===== src/rtl/jtvigil_pcmch.sv =====
// jtvigil_pcmch: NCH-channel PCM playback with a shared round-robin ROM fetch port.
// Define PCM_LOOP_EN to add per-channel loop offsets (regs 6/7, ctrl bit2).
`default_nettype none

module jtvigil_pcmch #(
  parameter int NCH  = 2,
  parameter int AW   = 16,
  parameter int DIVW = 8
) (
  input  logic             clk,
  input  logic             rst,
  input  logic             cen,
  input  logic             cpu_wr,
  input  logic             cpu_rd,
  input  logic [4:0]       cpu_addr,
  input  logic [7:0]       cpu_din,
  output logic [7:0]       cpu_dout,
  output logic             pcm_cs,
  output logic [AW-1:0]    pcm_addr,
  input  logic [7:0]       pcm_data,
  input  logic             pcm_ok,
  output logic [8*NCH-1:0] snd,
  output logic [NCH-1:0]   busy
);
  localparam int CW = (NCH > 1) ? $clog2(NCH) : 1;

  typedef enum logic [1:0] {S_IDLE, S_SETUP, S_WAIT} st_t;

  st_t             st;
  logic [AW-1:0]   addr   [NCH];
  logic [DIVW-1:0] rate   [NCH];
  logic [DIVW-1:0] div    [NCH];
  logic [7:0]      sample [NCH];
  logic [NCH-1:0]  auto_m, busy_r, pend;
  logic [CW-1:0]   cur, last, sel;
  logic            found, wr_q;
`ifdef PCM_LOOP_EN
  logic [AW-1:0]   start_a  [NCH];
  logic [15:0]     loop_off [NCH];
  logic [NCH-1:0]  loop_m;
`endif

  logic [1:0]    a_ch;
  logic [2:0]    a_reg;
  logic [CW-1:0] a_idx;
  logic          ch_ok, wr_ok;
  logic [AW-1:0] cur_a, ld_lo, ld_hi, ld_bank;
  logic [7:0]    rd_data;

  assign a_ch  = cpu_addr[4:3];
  assign a_reg = cpu_addr[2:0];
  assign a_idx = cpu_addr[3 +: CW];
  assign ch_ok = int'(a_ch) < NCH;
  assign wr_ok = cpu_wr & ~wr_q & ch_ok;
  assign cur_a = addr[a_idx];
  assign ld_lo = {cur_a[AW-1:8], cpu_din};

  generate
    if (AW > 16) begin : g_bank
      assign ld_hi   = {cur_a[AW-1:16], cpu_din, cur_a[7:0]};
      assign ld_bank = {cpu_din[AW-17:0], cur_a[15:0]};
    end else begin : g_nobank
      assign ld_hi   = {cpu_din, cur_a[7:0]};
      assign ld_bank = cur_a;
    end
  endgenerate

  always_comb begin
    rd_data = 8'hFF;
    if (ch_ok) begin
      case (a_reg)
        3'd0:    rd_data = sample[a_idx];
        3'd3:    rd_data = {6'b0, busy_r[a_idx], auto_m[a_idx]};
        default: rd_data = 8'hFF;
      endcase
    end
  end

  // Round-robin scan starting just after the last channel served
  always_comb begin
    found = 1'b0;
    sel   = last;
    for (int i = 1; i <= NCH; i++) begin
      if (!found && pend[(int'(last) + i) % NCH]) begin
        found = 1'b1;
        sel   = CW'((int'(last) + i) % NCH);
      end
    end
  end

  always_ff @(posedge clk or posedge rst) begin
    if (rst) begin
      st       <= S_IDLE;
      pcm_cs   <= 1'b0;
      pcm_addr <= '0;
      cpu_dout <= 8'hFF;
      wr_q     <= 1'b0;
      cur      <= '0;
      last     <= CW'(NCH - 1);
      auto_m   <= '0;
      busy_r   <= '0;
      pend     <= '0;
      for (int c = 0; c < NCH; c++) begin
        addr[c]   <= '0;
        rate[c]   <= '0;
        div[c]    <= '0;
        sample[c] <= 8'h80;
      end
`ifdef PCM_LOOP_EN
      loop_m <= '0;
      for (int c = 0; c < NCH; c++) begin
        start_a[c]  <= '0;
        loop_off[c] <= '0;
      end
`endif
    end else begin
      wr_q <= cpu_wr;
      if (cpu_rd) cpu_dout <= rd_data;

      // Grant clears pending first so a same-cycle advance or load re-arms it
      if (st == S_IDLE && found) pend[sel] <= 1'b0;

      for (int c = 0; c < NCH; c++) begin
        if (cen && busy_r[c]) begin
          if (div[c] == rate[c]) begin
            div[c]  <= '0;
            addr[c] <= addr[c] + 1'b1;
            pend[c] <= 1'b1;
          end else begin
            div[c] <= div[c] + 1'b1;
          end
        end
      end

      case (st)
        S_IDLE: if (found) begin
          cur      <= sel;
          last     <= sel;
          pcm_addr <= addr[sel];
          pcm_cs   <= 1'b1;
          st       <= S_SETUP;
        end
        S_SETUP: st <= S_WAIT;
        S_WAIT: if (pcm_ok) begin
          pcm_cs <= 1'b0;
          st     <= S_IDLE;
          // A pending flag re-armed during service marks the data stale
          if (!pend[cur]) begin
            if (auto_m[cur] && pcm_data == 8'hFF) begin
              sample[cur] <= 8'h80;
              div[cur]    <= '0;
`ifdef PCM_LOOP_EN
              if (loop_m[cur] && busy_r[cur]) begin
                addr[cur] <= start_a[cur] + AW'(loop_off[cur]);
                pend[cur] <= 1'b1;
              end else begin
                addr[cur]   <= pcm_addr;
                pend[cur]   <= 1'b0;
                busy_r[cur] <= 1'b0;
              end
`else
              addr[cur]   <= pcm_addr;
              pend[cur]   <= 1'b0;
              busy_r[cur] <= 1'b0;
`endif
            end else begin
              sample[cur] <= pcm_data;
            end
          end
        end
        default: st <= S_IDLE;
      endcase

      // CPU writes come last so they win over the automatic advance
      if (wr_ok) begin
        case (a_reg)
          3'd0: begin addr[a_idx] <= ld_lo;   pend[a_idx] <= 1'b1; end
          3'd1: begin addr[a_idx] <= ld_hi;   pend[a_idx] <= 1'b1; end
          3'd5: begin addr[a_idx] <= ld_bank; pend[a_idx] <= 1'b1; end
          3'd2: if (!auto_m[a_idx]) begin
            addr[a_idx] <= cur_a + 1'b1;
            pend[a_idx] <= 1'b1;
          end
          3'd3: begin
            auto_m[a_idx] <= cpu_din[0];
            busy_r[a_idx] <= cpu_din[0] & cpu_din[1];
`ifdef PCM_LOOP_EN
            loop_m[a_idx] <= cpu_din[2];
            if (cpu_din[0] && cpu_din[1]) start_a[a_idx] <= cur_a;
`endif
            if (cpu_din[0] && cpu_din[1]) begin
              div[a_idx]  <= '0;
              pend[a_idx] <= 1'b1;
            end
          end
          3'd4: rate[a_idx] <= DIVW'(cpu_din);
`ifdef PCM_LOOP_EN
          3'd6: loop_off[a_idx][7:0]  <= cpu_din;
          3'd7: loop_off[a_idx][15:8] <= cpu_din;
`endif
          default: ;
        endcase
      end
    end
  end

  generate
    for (genvar g = 0; g < NCH; g++) begin : g_snd
      assign snd[8*g +: 8] = sample[g];
    end
  endgenerate

  assign busy = busy_r;

endmodule

`default_nettype wire


===== config.mk =====
export PLATFORM = sky130hd
export DESIGN_NAME = jtvigil_pcmch
export DESIGN_NICKNAME = d
export VERILOG_FILES = /design/src/rtl/jtvigil_pcmch.sv
export SDC_FILE = /design/constraint.sdc
export NUM_CORES = 1
export LEC_CHECK = 0
export ABC_AREA = 1
export CAP_MARGIN = 20
export CORE_MARGIN = 3
export CORE_UTILIZATION = 45
export DETAILED_ROUTE_END_ITERATION = 10
export GPL_ROUTABILITY_DRIVEN = 1
export PLACE_DENSITY_LB_ADDON = 0.12
export SYNTH_ARGS = -nofsm -noshare
export SYNTH_HDL_FRONTEND = slang
export SYNTH_SLANG_ARGS = --single-unit

===== constraint.sdc =====
create_clock -name clk -period 8.2 [get_ports clk]
set_clock_uncertainty 0.05 [all_clocks]
set_input_delay 0.82 -clock clk [delete_from_list [all_inputs] [get_ports clk]]
set_output_delay 0.82 -clock clk [all_outputs]
set_load 0.01 [all_outputs]

==> results of run 1 <==
-- worst max-delay path, cell delays in order --
cell             delay (ns)
clkdlybuf4s50_1        0.45
inv_1                  0.07
nor3_2                 0.35
nand3_1                0.83
inv_1                  0.81
nand2_1                0.15
nand2_1                0.11
nand2_1                0.05
nand2_1                0.08
a21oi_1                0.06
-- synthesized netlist by cell type (11+ instances only) --
cell | instances | share of area, %
nand2_1 | 312 | 15
nor2_1 | 151 | 7.2
inv_1 | 142 | 6.8
o21ai_0 | 126 | 8.0
dfrtp_1 | 105 | 33
a21oi_1 | 54 | 3.4
nand3_1 | 53 | 3.4
o22ai_1 | 34 | 2.7
nor3_1 | 22 | 1.4
clkbuf_1 | 18 | 0.86
xor2_1 | 18 | 2.0
nor2_2 | 15 | 1.2
nand4_1 | 14 | 1.1
inv_2 | 13 | 0.62
o21ai_1 | 12 | 0.76
dfstp_2 | 11 | 3.7
-- logic make-up (layout without fill, tap and decap cells) --
| logic type | Yosys count | in the layout | share of synthesized area [%] |
|---|---|---|---|
| xor gates and xnor gates | 24 | 24 | 2.67 |
| DFF | 116 | 116 | 37.0 |
| and+or+nand+nor | 598 | 598 | 32.4 |
| AOI/OAI and AO/OA | 254 | 254 | 17.8 |
| buffers and inverters | 187 | 262 | 9.35 |
| adders and majority gates | 5 | 5 | 0.794 |
-- stage by stage --
step	instances	hold WS, ns
2_1_floorplan	1184	0.417
3_3_place_gp	1447	0.432
3_5_place_dp	1447	0.432
4_1_cts	1479	0.443
5_1_grt	1479	0.448
6_report	1479	0.441
-- routing by layer --
layer	GRT usage [%]	vias up
met5	0	-
met4	9.46	0
met3	6.08	57
met2	41.7	416
met1	39.6	3849
li1	-	3991
-- worst max path at each step --
stage / endpoint / cells past startpoint
after CTS: addr[24]$_DFF_PP0_ / 14
after detailed placement: addr[24]$_DFF_PP0_ / 14
final: addr[4]$_DFF_PP0_ / 10
after global routing: addr[30]$_DFF_PP0_ / 14
after floorplan: addr[0]$_DFF_PP0_ / 1
after global placement: addr[24]$_DFF_PP0_ / 14
-- where the power goes --
group / internal (W) / switching, W
Sequential: 0.000746 / 0.000185
Combinational: 0.000363 / 0.000559
Clock: 0.000465 / 0.000308
-- flip-flops by register name, summed over array words and instances (netlist names), 2 cells and up --
register / flops
addr: 32
div: 16
pcm_addr: 16
rate: 16
snd: 16
cpu_dout: 8
auto_m: 2
busy: 2
pend: 2
st: 2
-- area by class of cell --
cell class                 instances  area share (%)
inverter                         155            6.26
clock buffer                      18            4.70
tap                              220            2.95
timing repair buffer              75            7.82
clock inverter                    14            1.79
multi-input combinational        881            45.3
sequential                       116            31.2
-- placed cells by master (no fill, tap or decap), drive strengths merged, types with 3 or more instances in the layout --
cell type / count
nor4: 4
a21oi: 55
a22oi: 10
clkdlybuf4s50: 68
clkbuf: 18
nor3: 26
nand3: 54
dfrtp: 105
o221ai: 3
nand2: 319
clkinv: 3
dfstp: 11
nand4: 14
ha: 5
xor2: 18
or2: 3
nor2: 171
buf: 7
xnor2: 6
inv: 162
o21ai: 138
o22ai: 34
a211oi: 4
nor3b: 3
o22a: 4
==> impl_metrics.py, run 1 <==
metrics = {
    "finish": {
        "seq_area_sq_um": 2920,
        "postLayoutCoreUtil_pct": 55.3,
        "fin_nets": 1278,
        "multi_input_area_sq_um": 4230,
        "drive_gt1_share_pct": 7.94,
        "area_growth_pct": 18.5,
        "stdcell_area_sq_um": 9340,
        "diodes": 0,
        "fillCellCount": 1666,
    },
    "detailed_routing": {
        "wl_met3_um": 2370,
        "dr_total_vias": 8313,
        "firstDrtPassIters": 5,
        "viasPerCell": 5.62,
        "antenna_left": 0,
        "drc": 0,
        "routed.top_layer": "met4",
        "drt-met1-wl_um": 11800,
        "wl_met2_um": 11700,
        "wl_per_cell_um": 18.0,
        "wirelength_um": 26600,
        "drtIter0Drc": 836,
    },
    "floorplanning": {
        "die_h_um": 138,
        "start_util_pct": 46.7,
        "placementRows": 47,
        "die_w_um": 138,
        "fp.coreArea_sq_um": 16900,
        "die_area_sq_um": 19100,
        "io_pins": 70,
    },
    "worst_hold_path": {
        "hold-path-endpoint": "cpu_dout[3]$_DFFE_PP1P_",
        "whs_path_depth": 2,
        "holdCritPathClass": "reg2reg",
        "hp-start": "cpu_dout[3]$_DFFE_PP1P_",
    },
    "global_route": {
        "grt_pass1_wl_um": 42500,
        "globalRouteOverflowTotal": 0,
        "grt_pass1_vias": 7828,
        "antenna_found_initial": 0,
        "grt_max_degree": 64,
        "grt_usage_pct": 27.7,
    },
    "worst_setup_path": {
        "cp-startpoint": "pcm_ok",
        "arrival_ns": 3.79,
        "timing.rr.end": "addr[4]$_DFF_PP0_",
        "rrSetupSlack_ns": 4.94,
        "worstPathMaxFanout": 22,
        "critPathKind": "in2reg",
        "cp.required_ns": 8.46,
        "endpoint_kind": "register",
        "worstSetupStartpointType": "primary input",
        "r2r_cells": 10,
        "r2r-start": "cur$_DFFE_PP0N_",
    },
    "timing": {
        "fin_setup_tns_ns": 0,
        "finalMaxSlewViolations": 0,
        "fin_crit_sh_pct": 43.1,
        "setup_slack_ns": 4.67,
        "worst_pin_slew_ns": 1.06,
        "timing.fmax_ghz": 0.283,
        "max_slew_margin_pct": 28.9,
        "setup_violations": 0,
        "finalHoldViolations": 0,
        "rsz0062_at_grt": "false",
        "fin_crit_ns": 3.53,
    },
    "yosys": {
        "async_flop_share_pct": 100,
        "synth_edf_count": 0,
        "ys.flop_type": "dfrtp_1",
        "syn_nets": 1216,
        "syn-cell-area_sq_um": 7880,
        "synth_cell_types": 45,
        "ys_ff_latch": 116,
        "yosys_warnings": 0,
        "synthCells": 1184,
        "ys_seq_area_share_pct": 37.0,
        "syn_area_per_cell_sq_um": 6.66,
    },
    "clock_tree": {
        "cts_sinks": 116,
        "cts.root.buffer_cell": "clkbuf_16",
        "cts_tree": "done",
        "clock_latency_ns": 0.44,
        "ctsHoldBuffers": 0,
        "clock_path_buffers": 2,
        "cts.reportedPaths.clkPinSlew_ns": 0.06,
        "cts_resized": 0,
        "post_cts_buffers": 0,
        "cts_made_buffers": 17,
        "htreeDepth": 4,
    },
    "placed_design": {
        "place_ws_ns": 4.36,
        "dpl-instance-area_sq_um": 8730,
        "io_buffers": 69,
        "place.gp.congestion": 1.02,
        "dp_hpwl_um": 19400,
    },
    "power_and_ir_drop": {
        "vdd_drop_max_v": 0.000195,
        "powerDensity_nw_per_um2": 281,
        "p_leak_nw": 4.46,
        "power.total_w": 0.00263,
    },
    "status": {
        "run_status": "finished clean",
    },
    "flow_run": {
        "drv_cap": 0,
    },
}
Note: power is estimated with default switching activity, not from simulation.
==> run 2: changes to the inputs <==
==> constraint.sdc (replaced) <==
create_clock -name clk -period 3.3 [get_ports clk]
set_clock_uncertainty 0.05 [all_clocks]
set_input_delay 0.33 -clock clk [delete_from_list [all_inputs] [get_ports clk]]
set_output_delay 0.33 -clock clk [all_outputs]
set_load 0.01 [all_outputs]
==> run 2 against run 1 <==
  * Die area stayed put
  * Non-clock buffer count is 14 higher
  * Clock power is 150% higher
  * Combinational power grew to 2.5 times the previous value
  * Sequential power is 150% higher
  * Critical path type is now reg2reg
  * Highest routed layer unchanged
  * Register-to-register slack worse by 4.1 ns
  * Core utilization is 0.66 points higher
  * Worst hold slack worse by 0.097 ns
  * Power is 150% higher
==> impl_metrics.py, run 2 (synthesized netlist as in run 1, its figures left out) <==
metrics = {
    "floorplanning": {
        "fp.coreArea_sq_um": 16900,
        "die_h_um": 138,
        "die_area_sq_um": 19100,
        "io_pins": 70,
        "die_w_um": 138,
        "placementRows": 47,
        "start_util_pct": 46.7,
    },
    "detailed_routing": {
        "drc": 0,
        "antenna_left": 0,
        "wirelength_um": 27300,
        "dr_total_vias": 8313,
        "wl_per_cell_um": 18.3,
        "drtIter0Drc": 849,
        "viasPerCell": 5.57,
        "firstDrtPassIters": 6,
    },
    "power_and_ir_drop": {
        "vdd_drop_max_v": 0.000456,
        "p_leak_nw": 4.52,
        "power.total_w": 0.00653,
        "powerDensity_nw_per_um2": 691,
        "sw_frac_of_total_pct": 39.2,
        "pwr-share-comb_pct": 35.5,
        "internal_power_w": 0.00397,
        "pwr-share-clk_pct": 29.2,
        "pwr-share-seq_pct": 35.2,
        "p_sw_w": 0.00256,
    },
    "flow_run": {
        "drv_cap": 0,
    },
    "clock_tree": {
        "ctsHoldBuffers": 0,
        "cts_tree": "done",
        "htreeDepth": 4,
        "cts_resized": 0,
        "cts.reportedPaths.clkPinSlew_ns": 0.06,
        "clock_latency_ns": 0.42,
        "cts_made_buffers": 17,
        "post_cts_buffers": 0,
        "clock_path_buffers": 2,
        "cts.root.buffer_cell": "clkbuf_16",
        "cts_sinks": 116,
    },
    "placed_design": {
        "dp.cells": 1461,
        "place.gp.congestion": 1.00,
        "place_ws_ns": 0.521,
        "io_buffers": 69,
        "dp_hpwl_um": 20100,
    },
    "timing": {
        "rsz0062_at_grt": "false",
        "finalHoldViolations": 0,
        "fin_setup_tns_ns": 0,
        "fin_crit_sh_pct": 75.4,
        "timing.fmax_ghz": 0.402,
        "setup_violations": 0,
        "setup_slack_ns": 0.811,
        "fin_crit_ns": 2.49,
        "finalMaxSlewViolations": 0,
        "hold_ws_ns": 0.344,
        "max_slew_margin_pct": 36.9,
        "worst_pin_slew_ns": 0.945,
    },
    "worst_hold_path": {
        "hp-start": "cpu_wr",
        "holdCritPathClass": "in2reg",
        "hold-path-endpoint": "wr_q$_DFF_PP0_",
        "whs_path_depth": 1,
    },
    "worst_setup_path": {
        "cp_cell_sequence": "inv_1 -> nand2_1 -> nand2_1 -> inv_1 -> a21oi_1 -> o21ai_0 -> o21ai_0",
        "rrSetupSlack_ns": 0.81,
        "timing.rr.end": "pcm_addr[10]$_DFFE_PP0N_",
        "r2r_cells": 7,
        "cp_slowest_cell": "inv_1",
        "cp.required_ns": 3.50,
        "worstSetupStartpointType": "register",
        "max_stage_delay_ns": 0.85,
        "worstPathMaxFanout": 24,
        "arrival_ns": 2.69,
        "r2r-start": "last$_DFFE_PP1N_",
        "endpoint_kind": "register",
        "critPathKind": "reg2reg",
    },
    "finish": {
        "drive_gt1_share_pct": 8.81,
        "regMostFlops": "addr",
        "final_common_cell": "nand2_1",
        "largest_reg_flops": 32,
        "fin_nets": 1292,
        "diodes": 0,
        "area_growth_pct": 19.9,
        "final_cell_mix": "312 x nand2_1, 151 x nor2_1, 141 x inv_1, 126 x o21ai_0, 105 x dfrtp_1",
        "finalNonFillerCells": 1492,
        "fillCellCount": 1620,
        "seq_area_sq_um": 2920,
        "multi_input_area_sq_um": 4230,
    },
    "global_route": {
        "grt_max_degree": 61,
        "globalRouteOverflowTotal": 0,
        "grt_pass1_vias": 7838,
        "antenna_found_initial": 0,
        "grt_pass1_wl_um": 43000,
        "grt_usage_pct": 28.5,
    },
    "status": {
        "run_status": "finished clean",
    },
}
## run 2: cell types whose count changed in the layout (fill, tap and decap cells not counted), moves of 2 or more
cell	change
buf_4	+13
inv_6	-4
clkinvlp_4	+3
clkinv_2	+2
inv_8	-2
## run 2: final cells by class
class                   count  area share [%]
clock buffers              19            4.69
clock inverters            12            1.65
inverters                 155            6.19
multi-input cells         881            44.7
flip-flops and latches    116            30.9
well taps                 220            2.91
repair buffers             89            8.97
## run 2: worst max-delay path by stage
stage,endpoint,slack (ns),depth (start not counted),startpoint
after global routing,addr[26]$_DFF_PP0_,0.58,10,addr[16]$_DFF_PP0_
final,pcm_addr[10]$_DFFE_PP0N_,0.81,7,last$_DFFE_PP1N_
after detailed placement,addr[7]$_DFF_PP0_,0.52,12,cpu_addr[0]
after global placement,addr[7]$_DFF_PP0_,0.52,12,cpu_addr[0]
after CTS,addr[24]$_DFF_PP0_,0.88,13,busy[0]$_DFF_PP0_
after floorplan,addr[14]$_DFF_PP0_,1.31,14,addr[0]$_DFF_PP0_
## run 2: through the flow
stage          utilization [%]  instance area, sq um
2_1_floorplan                -                  7890
3_3_place_gp              52.5                  8850
3_5_place_dp              52.5                  8850
4_1_cts                   56.0                  9450
5_1_grt                   56.0                  9450
6_report                  56.0                  9450
## run 2: power by group through the flow
stage	sequential (W)	combinational, W	clock [W]
3_3_place_gp	0.00231	0.00227	0
4_1_cts	0.00229	0.00230	0.00193
3_5_place_dp	0.00231	0.00228	0
6_report	0.00230	0.00232	0.00191
5_1_grt	0.00237	0.00259	0.00200
2_1_floorplan	0.00227	0.00133	0
## run 2: worst max-delay path: cells and delay by family (launching register included)
| family | cells | cell delay (ns) |
|---|---|---|
| simple gates | 2 | 0.40 |
| buf+inv | 2 | 0.90 |
| compound gates | 3 | 0.44 |
| flops | 1 | 0.53 |
## run 2: layer usage
metal | track usage, % | vias to the layer above | wire (um)
met3 | 7.53 | 61 | 2810
met5 | 0 | - | 0
met1 | 40.2 | 3803 | 11900
met4 | 10.2 | 0 | 811
li1 | - | 4018 | -
met2 | 42.4 | 431 | 11800
==> run 3: changes to the inputs <==
==> constraint.sdc (replaced) <==
create_clock -name clk -period 2.3 [get_ports clk]
set_clock_uncertainty 0.05 [all_clocks]
set_input_delay 0.23 -clock clk [delete_from_list [all_inputs] [get_ports clk]]
set_output_delay 0.23 -clock clk [all_outputs]
set_load 0.01 [all_outputs]
==> run 3 against run 2 <==
  * First-iteration DRC count increased by 14%
  * Critical path depth increased by 5
  * Register-to-register slack worse by 0.66 ns
  * Non-clock buffer count rose by 60
  * Routed wire length increased by 5.1%
  * Critical path type unchanged
  * Largest cell class unchanged
  * Highest routed layer unchanged
==> impl_metrics.py, run 3 (synthesized netlist as in run 1, its figures left out) <==
metrics = {
    "status": {
        "run_status": "finished clean",
    },
    "detailed_routing": {
        "antenna_left": 0,
        "wl_per_cell_um": 18.5,
        "wirelength_um": 28700,
        "dr_total_vias": 8558,
        "firstDrtPassIters": 8,
        "drc": 0,
        "viasPerCell": 5.51,
        "drtIter0Drc": 966,
    },
    "worst_setup_path": {
        "cp_cell_sequence": "inv_1 -> nand2_2 -> nand2_2 -> nor2_2 -> nand2_1 -> nor2_2 -> buf_4 -> nor2_1 -> o21ai_0 -> inv_1 -> o21ai_0 -> o21ai_1",
        "worstSetupStartpointType": "register",
        "max_stage_delay_ns": 0.37,
        "cp.required_ns": 2.53,
        "cp_slowest_cell": "o21ai_0",
        "endpoint_kind": "register",
        "worstPathMaxFanout": 5,
        "critPathKind": "reg2reg",
        "arrival_ns": 2.38,
    },
    "finish": {
        "diodes": 0,
        "postLayoutCoreUtil_pct": 59.1,
        "largest_reg_flops": 32,
        "regMostFlops": "addr",
        "area_growth_pct": 26.5,
        "drive_gt1_share_pct": 13.4,
        "multi_input_area_sq_um": 4250,
        "fin_nets": 1352,
        "finalNonFillerCells": 1553,
        "seq_area_sq_um": 2920,
        "fillCellCount": 1650,
        "final_common_cell": "nand2_1",
        "final_cell_mix": "312 x nand2_1, 149 x nor2_1, 141 x inv_1, 126 x o21ai_0, 103 x dfrtp_1",
    },
    "global_route": {
        "antenna_found_initial": 0,
        "grt_pass1_wl_um": 45500,
        "grt_max_degree": 117,
        "grt_pass1_vias": 8100,
        "globalRouteOverflowTotal": 0,
        "grt_usage_pct": 30.2,
    },
    "clock_tree": {
        "clock_latency_ns": 0.43,
        "cts.root.buffer_cell": "clkbuf_16",
        "htreeDepth": 4,
        "cts_tree": "done",
        "cts.reportedPaths.clkPinSlew_ns": 0.06,
        "cts_made_buffers": 17,
        "cts_sinks": 116,
        "clock_path_buffers": 2,
    },
    "timing": {
        "max_slew_margin_pct": 57.3,
        "setup_violations": 0,
        "fin_setup_tns_ns": 0,
        "worst_pin_slew_ns": 0.641,
        "finalHoldViolations": 0,
        "fin_crit_ns": 2.15,
        "fin_crit_sh_pct": 93.4,
        "timing.fmax_ghz": 0.465,
        "rsz0062_at_grt": "false",
        "finalMaxSlewViolations": 0,
    },
    "floorplanning": {
        "io_pins": 70,
        "placementRows": 47,
        "die_w_um": 138,
        "fp.coreArea_sq_um": 16900,
        "start_util_pct": 46.7,
        "die_area_sq_um": 19100,
        "die_h_um": 138,
    },
    "placed_design": {
        "io_buffers": 69,
        "place.gp.congestion": 1.03,
        "dp.cells": 1520,
        "dp_hpwl_um": 21500,
    },
    "power_and_ir_drop": {
        "p_leak_nw": 4.85,
        "vdd_drop_max_v": 0.000646,
        "power.total_w": 0.00957,
        "powerDensity_nw_per_um2": 960,
    },
    "flow_run": {
        "drv_cap": 0,
    },
    "worst_hold_path": {
        "holdCritPathClass": "in2reg",
    },
}
run 3: cell count changes in the layout (fill, tap and decap cells not counted), sizes merged:
cell | previous run | this run
clkbuf | 19 | 20
inv | 155 | 156
clkinv | 4 | 6
clkinvlp | 5 | 3
bufinv | 3 | 2
buf | 21 | 81
run 3: path summary, 6_finish.rpt:
| check | startpoint | endpoint | slack (ns) | cells after the start |
|---|---|---|---|---|
| worst max register to register | addr[20]$_DFF_PP0_ | addr[21]$_DFF_PP0_ | 0.15 | 12 |
| worst min-delay path | cpu_wr | wr_q$_DFF_PP0_ | 0.23 | 1 |
| max in group asynchronous | rst | addr[0]$_DFF_PP0_ | 1.41 | 3 |
| min in group asynchronous | rst | div[2]$_DFF_PP0_ | 0.28 | 3 |
| worst max-delay path | addr[20]$_DFF_PP0_ | addr[21]$_DFF_PP0_ | 0.15 | 12 |
| worst min register to register | cpu_dout[4]$_DFFE_PP1P_ | cpu_dout[4]$_DFFE_PP1P_ | 0.44 | 2 |
run 3: per-layer routing:
metal	wire (um)	GRT usage [%]	vias to the layer above	part of all wire (%)
li1	-	-	4130	-
met1	13000	44.5	3992	45
met2	12600	44.9	388	44
met3	2520	5.87	48	8.8
met4	644	9.46	0	2.2
met5	0	0	-	0
run 3: what timing repair did:
action | 4_1_cts | 5_1_grt
buffers inserted | 0 | 1
gates resized for setup | 0 | 7
endpoints found under the setup margin | 0 | 9
hold buffers | 0 | 0
run 3: worst max-delay path: cells and delay by family (launching register included):
kind | cells | cell delay, ns
AND/OR/NAND/NOR | 6 | 0.70
buffers and inverters | 3 | 0.33
AO/OA/AOI/OAI | 3 | 0.57
flip-flops | 1 | 0.36
run 3: power breakdown:
part	internal, W	switching, W	total (W)
clock network	0.00162	0.00105	0.00267
logic	0.00149	0.00214	0.00364
registers	0.00266	0.000602	0.00326
run 3: cell type report:
class / count / share of cell area (%)
Multi-Input combinational cell: 881 / 42.6
Sequential cell: 116 / 29.3
Clock inverter: 12 / 1.31
Tap cell: 220 / 2.76
Timing Repair Buffer: 149 / 13.7
Clock buffer: 20 / 4.48
Inverter: 155 / 5.87
run 3: stage by stage:
| step | worst slack, ns | instance area [sq um] | hold slack (ns) |
|---|---|---|---|
| 2_1_floorplan | 0.312 | 7890 | 0.211 |
| 4_1_cts | 0.0590 | 9940 | 0.222 |
| 6_report | 0.151 | 9970 | 0.231 |
| 5_1_grt | 0.00108 | 9970 | 0.226 |
| 3_5_place_dp | 0.0143 | 9360 | 0.434 |
| 3_3_place_gp | -0.0467 | 9360 | 0.431 |
